<file path="config.mk">
export PLATFORM = sky130hd
export DESIGN_NAME = ether_tx
export DESIGN_NICKNAME = d
export VERILOG_FILES = /design/src/rtl/ether_tx_pkg.sv /design/src/rtl/crc32_dibit.sv /design/src/rtl/ether_tx.sv
export SDC_FILE = /design/constraint.sdc
export NUM_CORES = 1
export LEC_CHECK = 0
export ABC_AREA = 1
export CORE_UTILIZATION = 60
export CTS_CLUSTER_SIZE = 10
export DETAILED_ROUTE_END_ITERATION = 10
export GPL_TIMING_DRIVEN = 0
export HOLD_SLACK_MARGIN = 0.03
export PLACE_DENSITY = 0.79
export SYNTH_ARGS = -nofsm -noshare
export SYNTH_HDL_FRONTEND = slang
export SYNTH_HIERARCHICAL = 1
export SYNTH_SLANG_ARGS = --single-unit
</file>
<file path="constraint.sdc">
create_clock -name clk -period 7 [get_ports clk]
set_clock_uncertainty 0.05 [all_clocks]
set_input_delay 2.1 -clock clk [delete_from_list [all_inputs] [get_ports clk]]
set_output_delay 2.1 -clock clk [all_outputs]
set_load 0.02 [all_outputs]
</file>
<file path="src/rtl/ether_tx_pkg.sv">
// Shared types, frame constants and CRC-32 helpers for the RMII Ethernet transmitter.
// Header bytes are stored MSB-first so index 0 is the first byte on the wire.
package ether_tx_pkg;

  typedef enum logic [2:0] {
    IDLE,
    PREAMBLE,
    HEADER,
    PAYLOAD,
    PAD,
    FCS,
    IPG
  } state_t;

  localparam logic [47:0]  DEST_MAC      = 48'hFF_FF_FF_FF_FF_FF;
  localparam logic [47:0]  SRC_MAC       = 48'h00_00_00_00_00_01;
  localparam logic [15:0]  ETHERTYPE     = 16'h88B5;
  localparam int           MAX_PAYLOAD   = 1500;
  localparam int           MIN_PAYLOAD   = 46;
  localparam int           IPG_CYCLES    = 48;
  localparam logic [7:0]   PREAMBLE_BYTE = 8'h55;
  localparam logic [7:0]   SFD_BYTE      = 8'hD5;
  localparam logic [31:0]  CRC_INIT      = 32'hFFFF_FFFF;
  localparam logic [31:0]  CRC_POLY      = 32'hEDB8_8320;
  localparam int           CNT_W         = $clog2(MAX_PAYLOAD + 1);
  localparam logic [111:0] HEADER_BITS   = {DEST_MAC, SRC_MAC, ETHERTYPE};

  function automatic logic [7:0] header_byte(input logic [3:0] idx);
    logic [7:0] b;
    b = 8'h00;
    for (int i = 0; i < 14; i++) begin
      if (idx == 4'(i)) b = HEADER_BITS[8*(13-i) +: 8];
    end
    return b;
  endfunction

  // Two reflected CRC steps, dibit bit 0 enters first.
  function automatic logic [31:0] crc_step(input logic [31:0] c, input logic [1:0] d);
    logic [31:0] r;
    r = c;
    for (int i = 0; i < 2; i++) begin
      r = (r[0] ^ d[i]) ? ((r >> 1) ^ CRC_POLY) : (r >> 1);
    end
    return r;
  endfunction

endpackage

</file>
<file path="src/rtl/crc32_dibit.sv">
// Running Ethernet CRC-32 register advanced by one RMII dibit per enabled cycle.
// The output is the raw register; the frame check sequence is its complement.
module crc32_dibit
  import ether_tx_pkg::*;
(
  input  logic        clk,
  input  logic        rst,
  input  logic        clear,
  input  logic        en,
  input  logic [1:0]  dibit,
  output logic [31:0] crc
);

  always_ff @(posedge clk) begin
    if (!rst) begin
      crc <= CRC_INIT;
    end else if (clear) begin
      crc <= CRC_INIT;
    end else if (en) begin
      crc <= crc_step(crc, dibit);
    end
  end

endmodule

</file>
<file path="src/rtl/ether_tx.sv">
// RMII Ethernet frame transmitter: preamble, fixed header, streamed payload, pad, FCS, IPG.
// Valid/ready: a payload byte moves on a rising edge where axiiv && axiir are both high.
module ether_tx
  import ether_tx_pkg::*;
(
  input  logic       clk,
  input  logic       rst,
  input  logic       axiiv,
  input  logic [7:0] axiid,
  input  logic       axiil,
  output logic       axiir,
  output logic       axiov,
  output logic [1:0] axiod,
  output logic       done,
  output logic       err
);

  localparam logic [CNT_W-1:0] PRE_LAST = CNT_W'(7);
  localparam logic [CNT_W-1:0] HDR_LAST = CNT_W'(13);
  localparam logic [CNT_W-1:0] FCS_LAST = CNT_W'(3);
  localparam logic [CNT_W-1:0] MIN_CNT  = CNT_W'(MIN_PAYLOAD);
  localparam logic [CNT_W-1:0] MAX_CNT  = CNT_W'(MAX_PAYLOAD);
  localparam logic [CNT_W-1:0] IPG_LAST = CNT_W'(IPG_CYCLES - 1);

  state_t           state, state_n;
  logic [1:0]       di, di_n;
  logic [CNT_W-1:0] byte_cnt, cnt_n;
  logic [7:0]       pay_byte, pay_n;
  logic             last_flag, last_n;
  logic             drain, drain_n;
  logic             done_n, err_n;
  logic             short_frame;
  logic [7:0]       cur_byte;
  logic [31:0]      crc;
  logic [31:0]      fcs_word;
  logic             crc_clear, crc_en;

  assign short_frame = (byte_cnt < MIN_CNT);
  assign fcs_word    = ~crc;
  assign axiov       = (state == PREAMBLE) || (state == HEADER) || (state == PAYLOAD) ||
                       (state == PAD) || (state == FCS);
  assign crc_clear   = (state == IDLE) || (state == PREAMBLE);
  assign crc_en      = (state == HEADER) || (state == PAYLOAD) || (state == PAD);

  crc32_dibit u_crc (
    .clk   (clk),
    .rst   (rst),
    .clear (crc_clear),
    .en    (crc_en),
    .dibit (axiod),
    .crc   (crc)
  );

  always_comb begin
    cur_byte = 8'h00;
    case (state)
      PREAMBLE: cur_byte = (byte_cnt == PRE_LAST) ? SFD_BYTE : PREAMBLE_BYTE;
      HEADER:   cur_byte = header_byte(byte_cnt[3:0]);
      PAYLOAD:  cur_byte = pay_byte;
      FCS:      cur_byte = fcs_word[{byte_cnt[1:0], 3'b000} +: 8];
      default:  cur_byte = 8'h00;
    endcase
  end

  always_comb begin
    axiod = 2'b00;
    if (axiov) axiod = cur_byte[{di, 1'b0} +: 2];
  end

  // The next payload byte is requested on the last dibit of the current byte so the
  // wire never idles between bytes.
  always_comb begin
    state_n = state;
    di_n    = di + 2'd1;
    cnt_n   = byte_cnt;
    pay_n   = pay_byte;
    last_n  = last_flag;
    drain_n = drain;
    done_n  = 1'b0;
    err_n   = 1'b0;
    axiir   = 1'b0;
    case (state)
      IDLE: begin
        di_n  = 2'd0;
        cnt_n = '0;
        if (axiiv && !drain) state_n = PREAMBLE;
      end
      PREAMBLE: if (di == 2'd3) begin
        if (byte_cnt == PRE_LAST) begin
          state_n = HEADER;
          cnt_n   = '0;
        end else begin
          cnt_n = byte_cnt + 1'b1;
        end
      end
      HEADER: if (di == 2'd3) begin
        if (byte_cnt == HDR_LAST) begin
          axiir = 1'b1;
          if (axiiv) begin
            state_n = PAYLOAD;
            pay_n   = axiid;
            last_n  = axiil;
            cnt_n   = CNT_W'(1);
          end else begin
            state_n = PAD;
            err_n   = 1'b1;
            cnt_n   = '0;
          end
        end else begin
          cnt_n = byte_cnt + 1'b1;
        end
      end
      PAYLOAD: if (di == 2'd3) begin
        if (last_flag) begin
          state_n = short_frame ? PAD : FCS;
          if (!short_frame) cnt_n = '0;
        end else if (byte_cnt == MAX_CNT) begin
          state_n = FCS;
          cnt_n   = '0;
          err_n   = 1'b1;
          drain_n = 1'b1;
        end else begin
          axiir = 1'b1;
          if (axiiv) begin
            pay_n  = axiid;
            last_n = axiil;
            cnt_n  = byte_cnt + 1'b1;
          end else begin
            err_n   = 1'b1;
            state_n = short_frame ? PAD : FCS;
            if (!short_frame) cnt_n = '0;
          end
        end
      end
      PAD: if (di == 2'd3) begin
        if (byte_cnt == MIN_CNT - 1'b1) begin
          state_n = FCS;
          cnt_n   = '0;
        end else begin
          cnt_n = byte_cnt + 1'b1;
        end
      end
      FCS: if (di == 2'd3) begin
        if (byte_cnt == FCS_LAST) begin
          state_n = IPG;
          cnt_n   = '0;
          done_n  = 1'b1;
        end else begin
          cnt_n = byte_cnt + 1'b1;
        end
      end
      IPG: begin
        di_n = 2'd0;
        if (byte_cnt == IPG_LAST) begin
          cnt_n   = '0;
          state_n = (axiiv && !drain) ? PREAMBLE : IDLE;
        end else begin
          cnt_n = byte_cnt + 1'b1;
        end
      end
      default: state_n = IDLE;
    endcase
    // Oversize drain: swallow the rest of the source frame while FCS/IPG proceed.
    if (drain) begin
      axiir = 1'b1;
      if (axiiv && axiil) drain_n = 1'b0;
    end
  end

  always_ff @(posedge clk) begin
    if (!rst) begin
      state     <= IDLE;
      di        <= 2'd0;
      byte_cnt  <= '0;
      pay_byte  <= 8'h00;
      last_flag <= 1'b0;
      drain     <= 1'b0;
      done      <= 1'b0;
      err       <= 1'b0;
    end else begin
      state     <= state_n;
      di        <= di_n;
      byte_cnt  <= cnt_n;
      pay_byte  <= pay_n;
      last_flag <= last_n;
      drain     <= drain_n;
      done      <= done_n;
      err       <= err_n;
    end
  end

endmodule

</file>
### Word level (Yosys, flattened, before mapping)

Cells that the tools add are included.

* magnitude comparators: 1
* shift-type cells: 2
* $add $sub $neg: 2
* div/mod/pow operators: 0
* bitwise gates (word level): 6
* multipliers: 0
* eq/ne operators: 41
* multiplexer cells: 89
* reductions and logical operators: 21

Operators by type and width (count)
* two-way mux 8 bit: 21
* two-way mux 11 bit: 14
* one-hot mux 11 bit (7 select lines): 1
* two-way mux 32 bit: 2
* two-way mux 3 bit: 15
* inverter 32 bit: 1
* one-hot mux 8 bit (4 select lines): 1
* indexed part select 32 x 6 -> 8 bit: 1
* two-way mux 1 bit: 29
* inverter 13 -> 14 bit: 2
* == test 4 bit (second input constant): 6
* == test 11 x 6 -> 1 bit (second input constant): 2
* one-hot mux 3 bit (7 select lines): 1
* inequality test 2 x 1 -> 1 bit (second input constant): 10
* == test 4 x 3 -> 1 bit (second input constant): 4
* one-hot mux 8 bit (2 select lines): 1
* AND reduction 12 bit: 1
* AND reduction 6 bit: 2
* adder 11 x 1 -> 11 bit (second input constant): 1
* == test 11 bit (second input constant): 1
* == test 11 x 2 -> 1 bit (second input constant): 1
* == test 11 x 3 -> 1 bit (second input constant): 1
* == test 11 x 4 -> 1 bit (second input constant): 1
* less-than comparator 11 x 6 -> 1 bit (second input constant): 1
* other kinds (25): 42

* ROM bits: 0
* output and inout bits: 6
* memories kept: 0
* bits in latches: 0
* memory bits (writable): 0
* register bits after elaboration: 60
* bits of input ports: 12
* logic and storage cells: 171

### Depth between registers and ports, before layout

Gate-level depths: netlist of the first run.

* word-level depth: 22
* gate-level depth with buffers: 23
* mapped depth without buffers: 20

### By module

The synthesis of the first run kept the hierarchy.

Modules (own cells, without submodules)
* ether_tx: area an instance 2753.9 um^2, instances 1, cells each 469, seq. area each 560.5 um^2
* crc32_dibit: area an instance 1493.9 um^2, instances 1, cells each 218, seq. area each 640.6 um^2

### Worst setup path after synthesis of the first run

Ideal clock, no wire load.

* kind: reg-to-output
* from: register byte_cnt[0]
* to: output port axiod[1]
* stages on the path, launching flop included: 14
* arrival time: 1.814 ns
* data required time: 4.850 ns
* setup slack: 3.036 ns
* buffers on the path: 2
* path through: dfxtp_1 inv_1 buf_2 buf_2 ha_1 nor2_1 nand4_1 nand2_1 o21ai_0 nand3b_1 nand2_1 nand2_1 nand2_1 nor2_1

* cells in the longest elaborated chain, start to end: 18
* elaborated cells between the ends (all ways): 34
* those cells by class: eq/ne: 14; shift: 2; mux: 17; reduce/logical: 1

RTL lines
* start: declaration: line ether_tx.sv:27 `logic [CNT_W-1:0] byte_cnt, cnt_n;`
* start signal: assignment: line ether_tx.sv:183 `byte_cnt <= cnt_n;`
* zero test 4 bit: line ether_tx_pkg.sv:32 `if (idx == 4'(i)) b = HEADER_BITS[8*(13-i) +: 8];`
* two-way mux 8 bit (14 in series): line ether_tx_pkg.sv:32
* one-hot mux 8 bit (4 select lines) (*): line ether_tx.sv:56 `case (state)`
* indexed part select 8 x 4 -> 2 bit (*): line ether_tx.sv:67 `if (axiov) axiod = cur_byte[{di, 1'b0} +: 2];`
* two-way mux 2 bit (*): line ether_tx.sv:67
* end: declaration: line ether_tx.sv:13 `output logic [1:0] axiod,`

Every way passes the cells marked *; elsewhere a longest branch is shown, timed or not.

### Final worst setup path of the first run

Ends and elaborated chain as after synthesis.

==> impl_metrics.py, run 1 <==
metrics = {
    "outcome": {
        "status": "finished, final reports clean",
    },
    "timing": {
        "max_freq_mhz": 192,
        "hold_viol_final": 0,
        "min_period_ns": 5.22,
        "slew_headroom": 0.638,
        "finalSetupViolations": 0,
        "setup_ws_ns": 1.78,
        "tightest_slew_ns": 0.544,
        "post-route-period-util": 0.745,
        "drv_slew": 0,
        "tns_ns": 0,
        "rsz0062_at_grt": "false",
    },
    "global_route": {
        "antenna_found_initial": 0,
        "overflow": 0,
        "grtUsageTotal": 0.347,
        "grt_max_degree": 12,
        "grt_pass1_vias": 4071,
        "grt_pass1_wl_um": 19900,
    },
    "placed_design": {
        "placed_area_um2": 4540,
        "io_buffers": 17,
        "globalplace.congestion": 0.961,
        "dp_cells": 800,
        "dp_hpwl_um": 9110,
        "pre_cts_slack_ns": 2.20,
    },
    "yosys": {
        "ys.flop_type": "dfxtp_1",
        "synth_area_leaders": "dfxtp_1 28%, nand2_1 15%, nor2_1 7.9%",
        "yosysWarnings": 6,
        "synth-seq-cells": 60,
        "syn_inst": 687,
        "seq_area_frac_synth": 0.283,
        "synth_top_area_share": 0.283,
        "synth_enable_flop_cells": 0,
        "synth_area_um2": 4250,
        "synth_top_area_cell": "dfxtp_1",
        "synth.net_count": 704,
        "postSynthAreaPerCell_um2": 6.18,
        "synth_cell_types": 46,
        "async_flop_share": 0,
    },
    "die": {
        "fp-row-count": 30,
        "start_util": 0.622,
        "coreArea_um2": 6830,
        "die_w_um": 86.1,
        "ioPinCount": 18,
        "dieArea_um2": 7420,
        "fp.dieH_um": 86.1,
    },
    "cts": {
        "htreeDepth": 3,
        "cts_resized": 0,
        "cts_buffer_depth": 2,
        "cts_hold_buf": 0,
        "numCtsBuffers": 9,
        "cts_tree": "built",
        "cts_sinks": 60,
        "cts.clk_slew.worst_paths_ns": 0.07,
        "post_cts.repair.setup_buffers": 0,
        "cts-root-buf": "clkbuf_8",
        "clkLatencyLatePin_ns": 0.35,
    },
    "setup_path": {
        "arrival_ns": 3.07,
        "critical_path_required_ns": 4.85,
        "crit_fanout": 11,
        "worstSetupStartpointType": "flip-flop",
        "endpoint_kind": "output port",
        "path_class": "flip-flop to output port",
    },
    "power_and_ir_drop": {
        "power.leakage_nw": 2.15,
        "total_power_mw": 1.70,
        "sw_frac_of_total": 0.480,
        "p_clk_frac": 0.206,
        "p_comb_frac": 0.530,
        "power_density_nw_per_um2": 359,
        "p_sw_mw": 0.818,
        "intPower_mw": 0.887,
        "seqPwrFrac": 0.263,
        "ir_worst_vdd_mv": 0.238,
    },
    "finish": {
        "final-instance-count-excl-fill": 815,
        "nNetsFinal": 732,
        "area_delta_synth_final_pct": 11.9,
        "drive_gt1_frac": 0.127,
        "n_antenna_cell": 0,
        "design_area_um2": 4750,
    },
    "drt": {
        "wl_um": 12300,
        "antenna_left": 0,
        "wl_per_cell_um": 15.1,
        "drc": 0,
        "drtPass1Iterations": 5,
        "via_count": 4598,
        "drt-initial-drc-count": 480,
        "vias_per_cell": 5.64,
    },
    "flow_run": {
        "drv_cap": 0,
    },
    "hold_path": {
        "hp-class": "flip-flop to flip-flop",
    },
}
[routing by layer]
layer	vias to the layer above	part of all wire	global-route usage
met1	2075	0.47	0.509
li1	2294	-	-
met5	-	0	0
met2	211	0.43	0.506
met3	18	0.094	0.0674
met4	0	0.014	0.111
[power by group through the flow]
stage	Sequential, mW	Clock [mW]	Combinational, mW
2_1_floorplan	0.437	0	0.667
3_3_place_gp	0.452	0	0.861
3_5_place_dp	0.454	0	0.878
4_1_cts	0.447	0.354	0.886
5_1_grt	0.455	0.373	1.00
6_report	0.449	0.352	0.904
[cell usage in the layout, fill, tap and decap left out, drive strengths merged, types with 2 or more instances in the layout]
cell type and count:
a21oi 49, buf 23, bufinv 2, clkbuf 16, clkdlybuf4s50 17, clkinv 4
dfxtp 60, ha 5, inv 77, nand2 183, nand3 65, nand3b 5
nand4 12, nor2 102, nor3 2, o211ai 6, o21ai 70, o21bai 2
or2 4, xor2 4
[cell usage after synthesis (5+ instances only)]
cell type  count
nand2_1      171
nor2_1        89
inv_1         62
nand3_1       61
dfxtp_1       60
o21ai_0       59
a21oi_1       48
buf_2         14
inv_2         13
nand4_1       12
o21ai_1        9
nand2_4        7
nor2_2         7
o211ai_1       6
ha_1           5
nand2_2        5
nand3b_1       5
nor2_4         5
[flip-flops by register name, indices dropped and copies added, names as in the netlist]
register / flops
drain: 1
pay_byte: 8
done: 1
last_flag: 1
byte_cnt: 11
di: 2
u_crc/crc: 32
state: 3
err: 1
[metrics by stage]
| stage | utilization | hold slack (ns) |
|---|---|---|
| floorplan | - | 0.374 |
| global placement | 0.664 | 0.408 |
| detailed placement | 0.664 | 0.419 |
| CTS | 0.696 | 0.430 |
| global route | 0.696 | 0.460 |
| finish | 0.696 | 0.427 |
[worst max-delay path: stages, from the launching register on]
cell and delay (ns):
dfxtp_1 0.35, inv_1 0.09, buf_2 0.22, buf_2 0.28
ha_1 0.18, inv_1 0.06, nand2_1 0.06, nand4_1 0.10
nand2_1 0.16, o21ai_0 0.10, nand3b_1 0.09, nand2_1 0.05
nand2_1 0.06, nand2_1 0.05, nor2_1 0.22, clkdlybuf4s50_1 0.66
[final cells by class]
cell class	count	area [µm²]
Buffer	28	194
Clock buffer	11	141
Clock inverter	4	73.8
Fill cell	623	2080
Inverter	79	305
Multi-Input combinational cell	520	2550
Sequential cell	60	1200
Tap cell	96	120
Timing Repair Buffer	17	170
[cell families after synthesis]
group | count (synthesis) | share of synthesized area
AOI/OAI and AO/OA | 135 | 0.172
xor gates and xnor gates | 5 | 0.0103
adders and majority gates | 5 | 0.0147
buffers and inverters | 107 | 0.118
DFF | 60 | 0.283
and+or+nand+nor | 375 | 0.403
[final timing paths]
check	startpoint	endpoint	slack (ns)	depth (start not counted)
worst min-delay path	pay_byte[0]$_SDFFE_PN0P_	pay_byte[0]$_SDFFE_PN0P_	0.43	2
worst max-delay path	byte_cnt[0]$_SDFFE_PN0P_	axiod[1]	1.78	15
worst max register to register	byte_cnt[0]$_SDFFE_PN0P_	u_crc/crc[9]$_SDFFE_PP1P_	3.85	22
worst min register to register	pay_byte[0]$_SDFFE_PN0P_	pay_byte[0]$_SDFFE_PN0P_	0.43	2
Power figures use the tool's default switching activity.
==> run 2, diff against run 1 <==
clock period = 5.1 ns   (was 7 ns; I/O delays follow)
==> results of run 2 <==
Same layout as run 1 (identical final DEF). Status: finished, final reports clean.
Main changes from that run: setup slack after placement 2.20 ns -> 0.868 ns; setup slack after layout 1.78 ns -> 0.453 ns; register-to-register setup slack 3.85 ns -> 1.95 ns; total power 1.70 mW -> 2.34 mW; worst IR drop on VDD 0.238 mV -> 0.327 mV
==> run 3, diff against run 2 <==
SETUP_SLACK_MARGIN = 0.5   (was default)
==> impl_metrics.py, run 3 (synthesized netlist as in run 1, its figures left out) <==
metrics = {
    "setup_path": {
        "cp_common_cell": "nand2_1",
        "crit_chain": "inv_1 > buf_2 > clkbuf_4 > ha_1 > nor2_1 > nand4_1 > nand2_1 > o21ai_0 > nand3b_1 > nand2_1 > nand2_1 > nand2_1 > nor2_1 > dlygate4sd2_1",
        "critical_path_required_ns": 3.52,
        "slowest_stage": "dfxtp_1",
        "worstSetupStartpointType": "flip-flop",
        "regToRegSetupSlack_ns": 2.00,
        "path_class": "flip-flop to output port",
        "endpoint_kind": "output port",
        "crit_fanout": 11,
        "max_stage_delay_ns": 0.39,
        "arrival_ns": 2.74,
    },
    "die": {
        "fp-row-count": 30,
        "coreArea_um2": 6830,
        "die_w_um": 86.1,
        "dieArea_um2": 7420,
        "start_util": 0.622,
        "fp.dieH_um": 86.1,
        "ioPinCount": 18,
    },
    "placed_design": {
        "dp_hpwl_um": 9110,
        "globalplace.congestion": 0.961,
        "dp_cells": 800,
        "io_buffers": 17,
    },
    "power_and_ir_drop": {
        "power.leakage_nw": 2.19,
        "intPower_mw": 1.22,
        "p_sw_mw": 1.12,
        "p_comb_frac": 0.530,
        "seqPwrFrac": 0.263,
        "power_density_nw_per_um2": 490,
        "sw_frac_of_total": 0.480,
        "p_clk_frac": 0.207,
        "ir_worst_vdd_mv": 0.329,
    },
    "finish": {
        "n_antenna_cell": 0,
        "largest_reg_flops": 32,
        "top_regs": "u_crc/crc x32, byte_cnt x11, pay_byte x8",
        "mostFrequentLayoutCell": "nand2_1",
        "fill_cells": 620,
        "area_delta_synth_final_pct": 12.2,
        "drive_gt1_frac": 0.128,
        "nNetsFinal": 732,
        "layout_common_cells": "171 x nand2_1, 89 x nor2_1, 62 x inv_1, 60 x nand3_1, 60 x dfxtp_1",
        "final-instance-count-excl-fill": 815,
        "top_register": "u_crc/crc",
    },
    "drt": {
        "drc": 0,
        "via_count": 4614,
        "wl_um": 12300,
        "drt-initial-drc-count": 399,
        "drtPass1Iterations": 5,
        "wl_per_cell_um": 15.1,
        "antenna_left": 0,
        "vias_per_cell": 5.66,
    },
    "timing": {
        "drv_slew": 0,
        "slew_headroom": 0.631,
        "tightest_slew_ns": 0.554,
        "rsz0062_at_grt": "false",
        "finalSetupViolations": 0,
        "post-route-period-util": 0.847,
        "max_freq_mhz": 231,
        "min_period_ns": 4.32,
        "hold_viol_final": 0,
        "tns_ns": 0,
        "holdWs_ns": 0.427,
    },
    "cts": {
        "cts.clk_slew.worst_paths_ns": 0.07,
        "cts_buffer_depth": 2,
        "numCtsBuffers": 9,
        "cts_resized": 1,
        "htreeDepth": 3,
        "post_cts.repair.setup_buffers": 0,
        "cts_sinks": 60,
        "cts_tree": "built",
        "cts-root-buf": "clkbuf_8",
        "clkLatencyLatePin_ns": 0.35,
        "cts_hold_buf": 0,
    },
    "global_route": {
        "grt_pass1_vias": 4071,
        "grtUsageTotal": 0.347,
        "antenna_found_initial": 0,
        "grt_pass1_wl_um": 19900,
        "grt_max_degree": 12,
        "overflow": 0,
    },
    "hold_path": {
        "hp-class": "flip-flop to flip-flop",
    },
    "flow_run": {
        "drv_cap": 0,
    },
    "outcome": {
        "status": "finished, final reports clean",
    },
}
-- run 3: layer usage --
metal	vias to the layer above	track usage	wire, µm
met5	-	0	0
met4	0	0.111	163
met3	20	0.0674	1170
met2	225	0.506	5260
met1	2076	0.509	5700
li1	2293	-	-
-- run 3: area by class of cell --
cell class	instances	area, µm²	area share
Inverter	79	305	0.0640
Buffer	28	199	0.0417
Clock buffer	11	141	0.0297
Timing Repair Buffer	17	174	0.0365
Sequential cell	60	1200	0.252
Clock inverter	4	73.8	0.0155
Tap cell	96	120	0.0252
Multi-Input combinational cell	520	2550	0.535
-- run 3: final timing paths --
| kind | start | depth (start not counted) | to |
|---|---|---|---|
| hold reg to reg | pay_byte[0]$_SDFFE_PN0P_ | 2 | pay_byte[0]$_SDFFE_PN0P_ |
| hold / removal | pay_byte[0]$_SDFFE_PN0P_ | 2 | pay_byte[0]$_SDFFE_PN0P_ |
| setup / recovery | byte_cnt[0]$_SDFFE_PN0P_ | 14 | axiod[1] |
| setup reg to reg | byte_cnt[0]$_SDFFE_PN0P_ | 21 | u_crc/crc[9]$_SDFFE_PP1P_ |
-- run 3: worst max-delay path, delay by kind of cell (launching register included) --
family	cells	cell delay (ns)
AND/OR/NAND/NOR	8	0.84
flip-flops	1	0.39
buffers and inverters	4	0.87
adder cells (fa/ha/maj)	1	0.21
AO/OA/AOI/OAI	1	0.10
-- run 3: stage by stage --
step           power, mW  cell area [µm²]  setup WS (ns)   util
6_report            2.34             4770          0.780  0.698
5_1_grt             2.51             4770          0.519  0.698
4_1_cts             2.31             4750          0.560  0.696
3_5_place_dp        1.83             4540          0.868  0.664
3_3_place_gp        1.80             4540          0.931  0.664
2_1_floorplan       1.52             4250           1.71      -
-- run 3: power groups by stage --
stage	registers [mW]	clock network [mW]	logic (mW)
2_1_floorplan	0.600	0	0.915
3_3_place_gp	0.620	0	1.18
3_5_place_dp	0.624	0	1.21
4_1_cts	0.613	0.485	1.21
5_1_grt	0.625	0.512	1.37
6_report	0.616	0.483	1.24
